[config.mk]
export PLATFORM = sky130hd
export DESIGN_NAME = byte_lane_packer
export DESIGN_NICKNAME = d
export VERILOG_FILES = /design/src/rtl/byte_lane_pkg.sv /design/src/rtl/byte_lane_packer.sv
export SDC_FILE = /design/constraint.sdc
export NUM_CORES = 1
export LEC_CHECK = 0
export ABC_AREA = 1
export BUFFER_PORTS_ARGS = -buffer_cell sky130_fd_sc_hd__buf_2
export CAP_MARGIN = 20
export CORE_ASPECT_RATIO = 1.25
export CORE_UTILIZATION = 62
export DETAILED_ROUTE_END_ITERATION = 16
export PLACE_DENSITY = 0.81
export SYNTH_ARGS = -nofsm -noshare
export SYNTH_HDL_FRONTEND = slang
export SYNTH_SLANG_ARGS = --single-unit
[constraint.sdc]
create_clock -name clk -period 4.7 [get_ports clk]
set_clock_uncertainty 0.05 [all_clocks]
set_input_delay 0.47 -clock clk [delete_from_list [all_inputs] [get_ports clk]]
set_output_delay 0.47 -clock clk [all_outputs]
set_load 0.01 [all_outputs]
[src/rtl/byte_lane_pkg.sv]
// Shared types for the byte lane packer: lane byte type, buffer states and lane limit.
package byte_lane_pkg;

    localparam int unsigned MAX_LANES = 8;

    typedef logic [7:0] lane_t;

    typedef enum logic [1:0] {
        EMPTY,
        FILLING,
        FULL
    } buf_state_e;

endpackage

[src/rtl/byte_lane_packer.sv]
// Packs a byte stream into LANES-byte words through two ping-pong word buffers.
// Optional macro BYTE_LANE_SWAP_EN presents lane 0 in the MSB byte of out_data.
module byte_lane_packer
    import byte_lane_pkg::*;
#(
    parameter int unsigned LANES = 4
) (
    input  logic               clk,
    input  logic               rst,
    input  logic               in_valid,
    output logic               in_ready,
    input  logic [7:0]         in_data,
    input  logic               in_last,
    output logic               out_valid,
    input  logic               out_ready,
    output logic [LANES*8-1:0] out_data,
    output logic [LANES-1:0]   out_keep,
    output logic               out_last
);

    localparam int unsigned CW = $clog2(LANES);

    logic [1:0][LANES*8-1:0] r_data;
    logic [1:0][LANES-1:0]   r_keep;
    logic [1:0]              r_last;
    buf_state_e              r_state [2];
    logic                    r_wr_sel;
    logic                    r_rd_sel;
    logic [CW-1:0]           r_cnt;

    logic                    w_accept;
    logic                    w_drain;
    logic                    w_close;
    lane_t                   w_byte;
    logic [LANES*8-1:0]      w_rd_data;
    logic [LANES-1:0]        w_rd_keep;

    // in_ready looks only at registered state, so a drain frees space one cycle later
    assign in_ready  = (r_state[r_wr_sel] != FULL);
    assign out_valid = (r_state[r_rd_sel] == FULL);
    assign w_accept  = in_valid && in_ready;
    assign w_drain   = out_valid && out_ready;
    assign w_close   = (r_cnt == CW'(LANES - 1)) || in_last;
    assign w_byte    = in_data;

    always_ff @(posedge clk or posedge rst) begin
        if (rst) begin
            r_data   <= '0;
            r_keep   <= '0;
            r_last   <= '0;
            r_wr_sel <= 1'b0;
            r_rd_sel <= 1'b0;
            r_cnt    <= '0;
            for (int unsigned b = 0; b < 2; b++) begin
                r_state[b] <= EMPTY;
            end
        end else begin
            // A buffer is never written while FULL nor drained unless FULL,
            // so write and drain of the same buffer cannot coincide.
            for (int unsigned b = 0; b < 2; b++) begin
                if (w_accept && (r_wr_sel == 1'(b))) begin
                    if (r_cnt == '0) begin
                        r_data[b] <= '0;
                        r_keep[b] <= '0;
                        r_last[b] <= 1'b0;
                    end
                    r_data[b][{r_cnt, 3'b000} +: 8] <= w_byte;
                    r_keep[b][r_cnt]                <= 1'b1;
                    if (w_close) begin
                        r_state[b] <= FULL;
                        r_last[b]  <= in_last;
                    end else begin
                        r_state[b] <= FILLING;
                    end
                end else if (w_drain && (r_rd_sel == 1'(b))) begin
                    r_state[b] <= EMPTY;
                end
            end

            if (w_accept) begin
                if (w_close) begin
                    r_wr_sel <= ~r_wr_sel;
                    r_cnt    <= '0;
                end else begin
                    r_cnt    <= r_cnt + CW'(1);
                end
            end

            if (w_drain) begin
                r_rd_sel <= ~r_rd_sel;
            end
        end
    end

    assign w_rd_data = r_data[r_rd_sel];
    assign w_rd_keep = r_keep[r_rd_sel];
    assign out_last  = r_last[r_rd_sel];

`ifdef BYTE_LANE_SWAP_EN
    assign out_data = {<<8{w_rd_data}};
    assign out_keep = {<<{w_rd_keep}};
`else
    assign out_data = w_rd_data;
    assign out_keep = w_rd_keep;
`endif

endmodule

After elaboration in Yosys (flattened, before gate mapping)
Index checks and enable logic that the tools add are counted.

word-level totals
  bits of input ports = 13
  register bits = 82
  word-level logic and storage cells = 76
  output and inout bits = 39

cells by class
  magnitude comparators = 5
  add/subtract/negate cells = 2
  reductions and logical operators = 15
  muxes and demuxes = 32
  shifts and indexed selects = 2
  bitwise operators = 6
  equality and inequality tests = 3

operators by type and width
  cell                                                               count
  two-way mux 32 bit                                                 6
  bitwise mux 32 bit                                                 2
  variable shift 8 x 7 -> 32 bit, first input constant               1
  indexed part select 8 x 7 -> 32 bit                                1
  two-way mux 2 bit                                                  12
  two-way mux 4 bit                                                  6
  bitwise OR 4 bit                                                   2
  logical AND 1 bit                                                  7
  negator 5 -> 7 bit                                                 1
  AND reduction 2 bit                                                3
  nonzero test 2 bit                                                 3
  two-way mux 1 bit                                                  5
  == test 2 bit, second input constant                               2
  greater-or-equal comparator 2 bit, second input constant           2
  inverter 1 -> 2 bit                                                2
  < comparator 2 x 3 -> 1 bit, second input constant                 1
  adder 2 x 1 -> 2 bit, second input constant                        1
  demux 1 bit (select 2 bit)                                         1
  greater-or-equal comparator 2 x 1 -> 1 bit, second input constant  1
  zero test 2 bit                                                    1
  < comparator 1 x 2 -> 1 bit, second input constant                 1
  != test 2 bit, second input constant                               1
  inverter 1 bit                                                     2
  logical OR 1 bit                                                   1

Depth between registers and ports, before layout
Gate-level depths: netlist of the first run.

  depth in word-level cells = 9
  gate-level depth with buffers = 9
  depth with buffers taken out = 8

Worst setup path before layout of the first run
No wires, ideal clock.

  path type = flip-flop to flip-flop
  start = register r_cnt[0]
  end = register r_data[8] (netlist bit)
  setup time = 0.126 ns
  required time = 4.524 ns
  clock period less this slack = 1.678 ns
  cell stages (with the launch flop) = 10
  path buffers = 3
  arrival time = 1.502 ns
  slack = 3.022 ns
  cell sequence = dfrtp_1 -> clkbuf_2 -> inv_2 -> ha_1 -> buf_4 -> nor2_4 -> nor2_4 -> buf_2 -> nand2_1 -> o21ai_0

on the way
  cells in the longest elaborated chain, start to end = 4
  elaborated cells on any way between the ends = 7
  those cells by class = add/sub: 1; shift: 2; mux: 3; reduce/logical: 1

ends and longest elaborated chain
  item                                                                        line                    source
  start: declaration                                                          byte_lane_packer.sv:29  logic [CW-1:0] r_cnt;
  start signal: assignment                                                    byte_lane_packer.sv:85  r_cnt <= r_cnt + CW'(1);
  parallel branches: the longest is 3 deep, another holds negator 5 -> 7 bit  -
  bitwise mux 32 bit *                                                        byte_lane_packer.sv:67  r_data[b][{r_cnt, 3'b000} +: 8] <= w_byte;
  end signal: indexed assignment                                              byte_lane_packer.sv:67
  end: declaration                                                            byte_lane_packer.sv:23  logic [1:0][LANES*8-1:0] r_data;

Mark *: on every way between the ends. The select of a mux whose other input is x is not followed.
A chain may end at the register's enable or synchronous reset.

Worst setup path after layout of the first run
  start = register r_rd_sel
  end = output out_valid

on the way
  cells in the longest elaborated chain, start to end = 5

ends and longest elaborated chain
  item                                                  line                    source
  start: declaration                                    byte_lane_packer.sv:28  logic r_rd_sel;
  start signal: assignment                              byte_lane_packer.sv:90  r_rd_sel <= ~r_rd_sel;
  inverter 1 -> 2 bit (implied by the code)             byte_lane_packer.sv:40  assign out_valid = (r_state[r_rd_sel] == FULL);
  two-way mux 2 bit (implied by the code) (3 in a row)  byte_lane_packer.sv:40
  == test 2 bit                                         byte_lane_packer.sv:40
  end: declaration                                      byte_lane_packer.sv:14  output logic out_valid,

No other way between the ends. The select of a mux whose other input is x is not followed.

==> metrics.txt, run 1 <==
Final ANT Viol Nets 0; syn_area_per_cell 7.59 um2; pre-CTS WS 2280 ps; Area contributors post-synth dfrtp_1 (51%), nand2_1 (21%), o21ai_0 (9.4%), inv_1 (4.5%), nor3_1 (2.5%); CTS tree done; Synth area leader dfrtp_1; CTS Root Cell clkbuf_8; Final Hold Fails 0; Synth top area share 0.509; Std-Cell Rows 32; most common cell after layout, fill and taps aside nand2_1; leak pwr 2.39 nW; Worst Hold Endpoint r_last[1]$_DFFE_PP0P_; initial antenna violation count 0; Die Y 92.1 um; largest net degree at the start of global routing 68; Slew HR 0.348; Tcrit/Tclk final 0.599; clock sinks 82; reg2reg end r_data[10]$_DFFE_PP0P_; Hold Crit Class input port to register; Post-Layout Cell Count 663; P_sw 996 uW; critical path capture point type primary output; WP buf/inv 2; worst r2r src r_cnt[0]$_DFFE_PP0N_; PwrDens 515 nW/um2; r2r worst-path depth 6; Worst path max stage delay 1000 ps; worst-path cell chain inv_1 -> o21ai_0 -> buf_2; Vias/cell 5.18; Comb pwr share 0.364; synthesis-to-layout area growth 10.9%; post-synthesis register bit count 82; setup tns final 0 ps; kind of critical path register to primary output; max-cap viol count 0; status completed; detailed placer's ending HPWL 6090 um; clock network fraction of total power 0.207; number of global-route vias before repair 3185; die span in x 74.1 um; Achievable Freq 355 MHz; min-delay src in_last; fin area 4470 um2; crit start category register; core area 6210 um2; Sw Share 0.432; data arrival time of the worst path 2290 ps; Worst VDD drop 0.000520 V; DP Area 4290 um2; Global Route Usage Sum 0.279; final worst setup slack 1890 ps; crit-path leading delay family flip-flops; Sequential Power Share 0.429; fin nets 593; syn nets 549; H-tree depth 3; worst-skew pair later-pin latency 350 ps; Seq/Total Area, Yosys 0.509; postcts setup bufs 0; Longest Clk Path Bufs 2; Worst path slowest cell dfrtp_2; hold_buf cts 1; DR vias 3437; worst-path maximum fanout 67; antenna fix cells 0; Num CTS Buffers 9; Critical Path RT 4180 ps; max-slew violation count 0; RSZ-0062 raised after global routing no; Synth Instances 531; Top-Level Pins 52; Netlist Area Pre-Place 4030 um2; Starting Density 0.649; GP Congestion 0.867; Post-route DRC 0; Post-Route WL 8720 um; filler cell count 512; placed cells 648; DRT Pass-1 Iters 4; Worst-Margin Slew 977 ps; P_int 1.31 mW; most frequent cells in the layout nand2_1 (225), dfrtp_1 (81), o21ai_0 (76); WHS Path Cells 3; Worst-path clk slew 70 ps; Setup-failing EPs final 0; DR iter-0 viols 271; Levels on crit path 3; Cell variety after synth 24; Die Footprint 6830 um2; GRT overflow 0; Tot Pwr 2.30 mW; port buffer count 51; crit path time final 2810 ps; first-pass GRT wire length 14500 um; CTS-repair resized insts 0; WL/cell 13.1 um; share of layout cells above drive strength 1 0.140; R2R setup slack 2380 ps; Yosys warnings 0
## state kept, by name, summed over array words and instances, names as in the netlist, named ones only
register	flops
r_cnt	2
r_data	64
r_keep	4
r_last	2
r_rd_sel	1
r_state	4
r_wr_sel	1
## power by group through the flow
stage | clock (mW) | sequential [mW] | combinational (mW)
after floorplan | 0 | 0.907 | 0.716
after global placement | 0 | 0.993 | 0.819
after detailed placement | 0 | 1.00 | 0.837
after CTS | 0.480 | 0.987 | 0.843
after global routing | 0.503 | 1.01 | 0.956
final | 0.476 | 0.988 | 0.838
## cells in the mapped netlist
cell type	count
inv_4	1
a21oi_1	2
clkbuf_1	9
buf_2	4
buf_6	3
nor2_2	1
o21ai_0	76
nand2_2	1
nand2_1	225
buf_4	3
inv_1	48
ha_1	5
o21bai_1	1
nor2_4	4
clkbuf_2	1
nand3_2	2
nor2_1	18
nor3_1	20
nand4_1	4
o21ai_1	9
nand3_1	7
or2_2	1
inv_2	4
dfrtp_1	82
## cell type report
| type | count | area (um2) | share of cell area |
|---|---|---|---|
| inverters | 53 | 203 | 0.0454 |
| repair buffers | 53 | 273 | 0.0610 |
| clock inverters | 4 | 45.0 | 0.0101 |
| multi-input cells | 376 | 1660 | 0.372 |
| flip-flops and latches | 82 | 2050 | 0.459 |
| clock buffers | 10 | 128 | 0.0286 |
| well taps | 85 | 106 | 0.0238 |
## worst max path at each step
stage	startpoint	to	slack (ps)
finish	r_rd_sel$_DFFE_PP0N_	out_valid	1890
global placement	r_rd_sel$_DFFE_PP0N_	out_valid	2340
global route	r_rd_sel$_DFFE_PP0N_	out_valid	1690
detailed placement	r_rd_sel$_DFFE_PP0N_	out_valid	2280
floorplan	rst	async pin	2070
CTS	r_rd_sel$_DFFE_PP0N_	out_valid	1910
## cell families (layout without fill, tap and decap cells)
logic type      after synthesis  count (layout)  share of synthesized area
simple gates                283             283                      0.287
compound gates               88              88                      0.110
flops                        82              82                      0.509
buf+inv                      73             120                     0.0785
fa+ha+maj                     5               5                     0.0155
## stage by stage
stage | utilization | hold slack, ps
global route | 0.720 | 323
finish | 0.720 | 326
detailed placement | 0.691 | 376
CTS | 0.720 | 313
floorplan | - | 374
global placement | 0.691 | 375
## per-layer routing
metal  wire length [um]  vias to the layer above  global-route usage  share of wire
li1                   -                     1752                   -              -
met1               4030                     1581               0.380           0.46
met2               4150                       93               0.441           0.48
met3                405                       11              0.0593          0.046
met4                129                        0              0.0913          0.015
met5                  0                        -                   0              0
## worst reg2reg max path, cell delays in order (launching register included)
cell and delay (ps):
dfrtp_1 550, inv_2 170, ha_1 630, nand2_1 280, nor3_1 390, nand2_1 90
o21ai_0 80
Power figures use the tool's default switching activity.
==> inputs of run 2 (changes only) <==
--- a/config.mk
+++ b/config.mk
@@ -9,9 +9,9 @@
 export BUFFER_PORTS_ARGS = -buffer_cell sky130_fd_sc_hd__buf_2
 export CAP_MARGIN = 20
 export CORE_ASPECT_RATIO = 1.25
-export CORE_UTILIZATION = 62
+export CORE_UTILIZATION = 58
 export DETAILED_ROUTE_END_ITERATION = 16
-export PLACE_DENSITY = 0.81
+export PLACE_DENSITY = 0.76
 export SYNTH_ARGS = -nofsm -noshare
 export SYNTH_HDL_FRONTEND = slang
 export SYNTH_SLANG_ARGS = --single-unit
==> constraint.sdc (replaced) <==
create_clock -name clk -period 2.9 [get_ports clk]
set_clock_uncertainty 0.05 [all_clocks]
set_input_delay 0.29 -clock clk [delete_from_list [all_inputs] [get_ports clk]]
set_output_delay 0.29 -clock clk [all_outputs]
set_load 0.01 [all_outputs]
==> metrics.txt, run 2 (synthesis gave the netlist of run 1 again) <==
Worst VDD drop 0.000556 V; share of layout cells above drive strength 1 0.144; data arrival time of the worst path 2420 ps; max-cap viol count 0; synthesis-to-layout area growth 13.0%; Tcrit/Tclk final 0.758; Slew HR 0.514; crit path time final 2200 ps; crit start category register; Final ANT Viol Nets 0; Global Route Usage Sum 0.279; largest net degree at the start of global routing 43; r2r worst-path depth 6; kind of critical path register to register; GRT overflow 0; CTS tree done; number of global-route vias before repair 3300; antenna fix cells 0; Final Hold Fails 0; leak pwr 2.43 nW; GP Congestion 0.853; worst r2r src r_cnt[0]$_DFFE_PP0N_; Post-route DRC 0; CTS-repair resized insts 0; initial antenna violation count 0; DR vias 3567; Longest Clk Path Bufs 2; worst-skew pair later-pin latency 350 ps; core area 6650 um2; WL/cell 14.1 um; Hold Crit Class input port to register; die span in x 76.6 um; Worst Hold Endpoint r_last[0]$_DFFE_PP0P_; detailed placer's ending HPWL 6520 um; RSZ-0062 raised after global routing no; most frequent cells in the layout nand2_1 (225), dfrtp_1 (81), o21ai_0 (76); DRT Pass-1 Iters 5; Vias/cell 5.33; sequential cell area 2050 um2; first-pass GRT wire length 15600 um; Worst setup startpoint r_cnt[0]$_DFFE_PP0N_; Worst-Margin Slew 728 ps; reg2reg end r_data[9]$_DFFE_PP0P_; R2R setup slack 700 ps; Final Core Density 0.685; max reg flops 64; CTS Root Cell clkbuf_8; Achievable Freq 455 MHz; Num CTS Buffers 9; area occupied by multi-input gates 1660 um2; Die Footprint 7290 um2; Die Y 95.2 um; H-tree depth 3; Std-Cell Rows 33; PwrDens 871 nW/um2; Starting Density 0.606; Worst-path clk slew 70 ps; max-slew violation count 0; filler cell count 599; status completed; largest reg by FF count r_data; WHS Path Cells 3; DR iter-0 viols 226; Largest regs r_data: 64 flops, r_keep: 4 flops, r_state: 4 flops; fin nets 596; Critical Path RT 3130 ps; clock sinks 82; port buffer count 51; Top-Level Pins 52; Post-Route WL 9440 um; setup tns final 0 ps; most common cell after layout, fill and taps aside nand2_1; min-delay src in_last; critical path capture point type register; worst-path maximum fanout 14; Tot Pwr 3.97 mW; Setup-failing EPs final 0
[run 2: layer usage]
metal / track usage / share of wire
met5: 0 / 0
met4: 0.135 / 0.018
met3: 0.0297 / 0.050
met1: 0.359 / 0.44
met2: 0.478 / 0.49
[run 2: worst max-delay path, stage by stage, from the launching register on]
cell and delay [ps]:
dfrtp_1 520, inv_2 160, ha_1 610, nand2_1 270, nor3_1 320, nand2_1 80, o21ai_1 100
[run 2: stage by stage]
step	hold slack, ps	instance area [um2]	setup slack (ps)	cells
4_1_cts	104	4550	692	669
2_1_floorplan	357	4030	452	531
5_1_grt	135	4550	459	669
6_report	112	4550	703	669
3_5_place_dp	378	4320	720	653
3_3_place_gp	373	4320	816	653
[run 2: worst max-delay path by stage]
stage                                  end  slack [ps]  cells after the start
floorplan                        async pin         450                      1
global placement    r_data[48]$_DFFE_PP0P_         820                      6
detailed placement   r_data[9]$_DFFE_PP0P_         720                      6
CTS                  r_data[9]$_DFFE_PP0P_         690                      6
global route         r_data[9]$_DFFE_PP0P_         460                      6
finish               r_data[9]$_DFFE_PP0P_         700                      6
[run 2: cell type report]
type / instances / area share
Tap cell: 87 / 0.0239
Inverter: 53 / 0.0445
Multi-Input combinational cell: 376 / 0.365
Clock inverter: 2 / 0.0132
Clock buffer: 13 / 0.0349
Timing Repair Buffer: 56 / 0.0676
Sequential cell: 82 / 0.451
[run 2: timing repair]
action | 4_1_cts | 5_1_grt
hold endpoints to repair | 24 | 0
setup buffers | 0 | 0
hold buffers | 1 | 0
[run 2: power breakdown]
part / switching, mW / internal, mW
logic: 1.15 / 0.400
clock network: 0.395 / 0.529
registers: 0.134 / 1.36
total: 1.68 / 2.29
==> inputs of run 3 (changes only) <==
--- a/config.mk
+++ b/config.mk
@@ -5,13 +5,13 @@
 export SDC_FILE = /design/constraint.sdc
 export NUM_CORES = 1
 export LEC_CHECK = 0
-export ABC_AREA = 1
+export ABC_AREA = 0
 export BUFFER_PORTS_ARGS = -buffer_cell sky130_fd_sc_hd__buf_2
 export CAP_MARGIN = 20
 export CORE_ASPECT_RATIO = 1.25
-export CORE_UTILIZATION = 58
+export CORE_UTILIZATION = 57
 export DETAILED_ROUTE_END_ITERATION = 16
-export PLACE_DENSITY = 0.76
+export PLACE_DENSITY = 0.75
 export SYNTH_ARGS = -nofsm -noshare
 export SYNTH_HDL_FRONTEND = slang
 export SYNTH_SLANG_ARGS = --single-unit
==> constraint.sdc (replaced) <==
create_clock -name clk -period 2.1 [get_ports clk]
set_clock_uncertainty 0.05 [all_clocks]
set_input_delay 0.21 -clock clk [delete_from_list [all_inputs] [get_ports clk]]
set_output_delay 0.21 -clock clk [all_outputs]
set_load 0.01 [all_outputs]
==> metrics.txt, run 3 <==
status completed; Top FF cell, synth dfrtp_1; worst-skew pair later-pin latency 340 ps; Die Y 93.9 um; Area contributors post-synth dfrtp_1 (53%), mux2_2 (15%), a22o_1 (11%), mux2_4 (4.7%), and2_1 (1.8%); port buffer count 51; Netlist Area Pre-Place 3850 um2; Worst-path clk slew 80 ps; Post-Route WL 8440 um; critical path capture point type register; max-slew violation count 0; metal1 wirelength 3980 um; largest reg by FF count r_data; largest net degree at the start of global routing 83; Seq/Total Area, Yosys 0.533; filler cell count 482; CTS tree done; Post-synth EDFFs 0; fraction of synthesized area in multiplexers 0.198; Worst-Margin Slew 474 ps; GRT overflow 0; syn_area_per_cell 13.5 um2; Async SR Flop Fraction 1.00; wire length on met2 4090 um; Vias/cell 5.90; Global Route Usage Sum 0.257; Comb pwr share 0.409; Post-synth top cells dfrtp_1 (82), mux2_2 (50), a22o_1 (48); H-tree depth 3; max reg flops 64; PwrDens 1160 nW/um2; Sw Share 0.359; clock sinks 82; RSZ-0062 raised after global routing yes; die span in x 75.5 um; Cell variety after synth 32; r2r worst-path depth 5; crit-path leading delay family simple AND/OR/NAND/NOR gates; Critical Path RT 2330 ps; data arrival time of the worst path 2250 ps; worst-path cell chain inv_1 -> ha_1 -> nand4bb_1 -> nor3_2 -> a22o_1; Setup-failing EPs final 0; Num CTS Buffers 9; Yosys warnings 0; Achievable Freq 495 MHz; Final Hold Fails 0; WHS 68.5 ps; Worst VDD drop 0.00102 V; share of layout cells above drive strength 1 0.443; area occupied by multi-input gates 1750 um2; Sequential Power Share 0.400; Worst path slowest cell dfrtp_2; most common cell after layout, fill and taps aside dfrtp_1; post-synthesis register bit count 82; post-synthesis adder-cell area fraction 0.0162; pre-CTS WS 22.0 ps; syn nets 303; leak pwr 2.25 nW; Longest Clk Path Bufs 2; met3 routed WL 266 um; Hold Crit Class input port to register; synthesized-area fraction occupied by xor and xnor cells 0; Post-route DRC 0; P_int 3.37 mW; Largest regs r_data: 64 flops, r_keep: 4 flops, r_state: 4 flops; DR iter-0 viols 223; count leader, synth dfrtp_1; Synth Instances 285; most frequent cells in the layout dfrtp_1 (81), buf_2 (51), mux2_2 (50); Slew HR 0.683; final worst setup slack 80.6 ps; kind of critical path register to register; Synth Area in Compound Gates 0.135; Post-Synth Simple-Gate Area 0.0991; WHS Path Cells 2; largest family of logic cells by synthesized area multiplexers; first-pass GRT wire length 13300 um; CTS Root Cell clkbuf_8; fin area 4520 um2; WP buf/inv 1; Levels on crit path 5; fin nets 370; crit start category register; WL/cell 19.0 um; Worst path max stage delay 450 ps; DP Area 4270 um2; DRT Pass-1 Iters 4; P_sw 1.89 mW; Std-Cell Rows 33; Die Footprint 7090 um2; number of global-route vias before repair 2576; Top-Level Pins 52; GP Congestion 0.812; crit path time final 2020 ps; Final ANT Viol Nets 0; top layer used by detailed routing met4; worst-path maximum fanout 8; core area 6570 um2; initial antenna violation count 0; clock network fraction of total power 0.191; setup tns final 0 ps; Tcrit/Tclk final 0.962; Tot Pwr 5.26 mW; max-cap viol count 0; DR vias 2618; sequential cell area 2050 um2; Starting Density 0.587; Synth area leader dfrtp_1; detailed placer's ending HPWL 5680 um; Synth top area share 0.533; synthesis-to-layout area growth 17.3%; antenna fix cells 0
## run 3: kinds of logic (layout without fill, tap and decap cells)
| group | Yosys count | count (layout) |
|---|---|---|
| adders and majority gates | 5 | 5 |
| and+or+nand+nor | 57 | 57 |
| DFF | 82 | 82 |
| AOI/OAI and AO/OA | 63 | 63 |
| buffers and inverters | 14 | 86 |
| muxes | 64 | 64 |
## run 3: what timing repair did
action	in CTS	in global routing
gates resized for setup	1	5
pin swaps	0	3
setup buffers	0	3
endpoints found under the setup margin	1	32
cloned	0	0
hold buffers	1	0
hold endpoints to repair	82	0
## run 3: cell type report
cell class / count / share of cell area
Clock buffer: 12 / 0.0321
Timing Repair Buffer: 67 / 0.0919
Inverter: 3 / 0.00332
Multi-Input combinational cell: 189 / 0.388
Clock inverter: 4 / 0.00609
Sequential cell: 82 / 0.454
Tap cell: 87 / 0.0241
## run 3: routing by layer
metal  global-route usage  vias up
met5                    0        -
met4               0.0694        0
met1                0.371     1327
li1                     -     1215
met2                0.395       68
met3               0.0494        8
## run 3: through the flow
stage          utilization  cells
6_report             0.688    444
5_1_grt              0.688    444
4_1_cts              0.680    441
3_5_place_dp         0.651    424
3_3_place_gp         0.651    424
2_1_floorplan            -    285
## run 3: power groups by stage
| stage | Combinational [mW] | Sequential [mW] | Clock (mW) |
|---|---|---|---|
| after floorplan | 1.50 | 2.06 | 0 |
| after global placement | 2.05 | 2.11 | 0 |
| after detailed placement | 2.08 | 2.12 | 0 |
| after CTS | 2.09 | 2.10 | 1.03 |
| after global routing | 2.32 | 2.14 | 1.10 |
| final | 2.15 | 2.10 | 1.01 |
## run 3: worst paths after layout
check / start / end / slack (ps)
worst max register to register: r_cnt[1]$_DFFE_PP0N_ / r_data[29]$_DFFE_PP0P_ / 80
worst min-delay path: out_ready / r_rd_sel$_DFFE_PP0N_ / 70
min in group asynchronous: rst / r_data[19]$_DFFE_PP0P_ / 460
worst max-delay path: r_cnt[1]$_DFFE_PP0N_ / r_data[29]$_DFFE_PP0P_ / 80
max in group asynchronous: rst / r_data[35]$_DFFE_PP0P_ / 1180
worst min register to register: r_keep[0]$_DFFE_PP0P_ / r_keep[0]$_DFFE_PP0P_ / 420
## run 3: worst register-to-register path, stage by stage, from the launching register on
cell and delay [ps]:
dfrtp_2 450, inv_1 170, ha_1 350, nand4bb_1 290, nor3_2 430, a22o_1 220
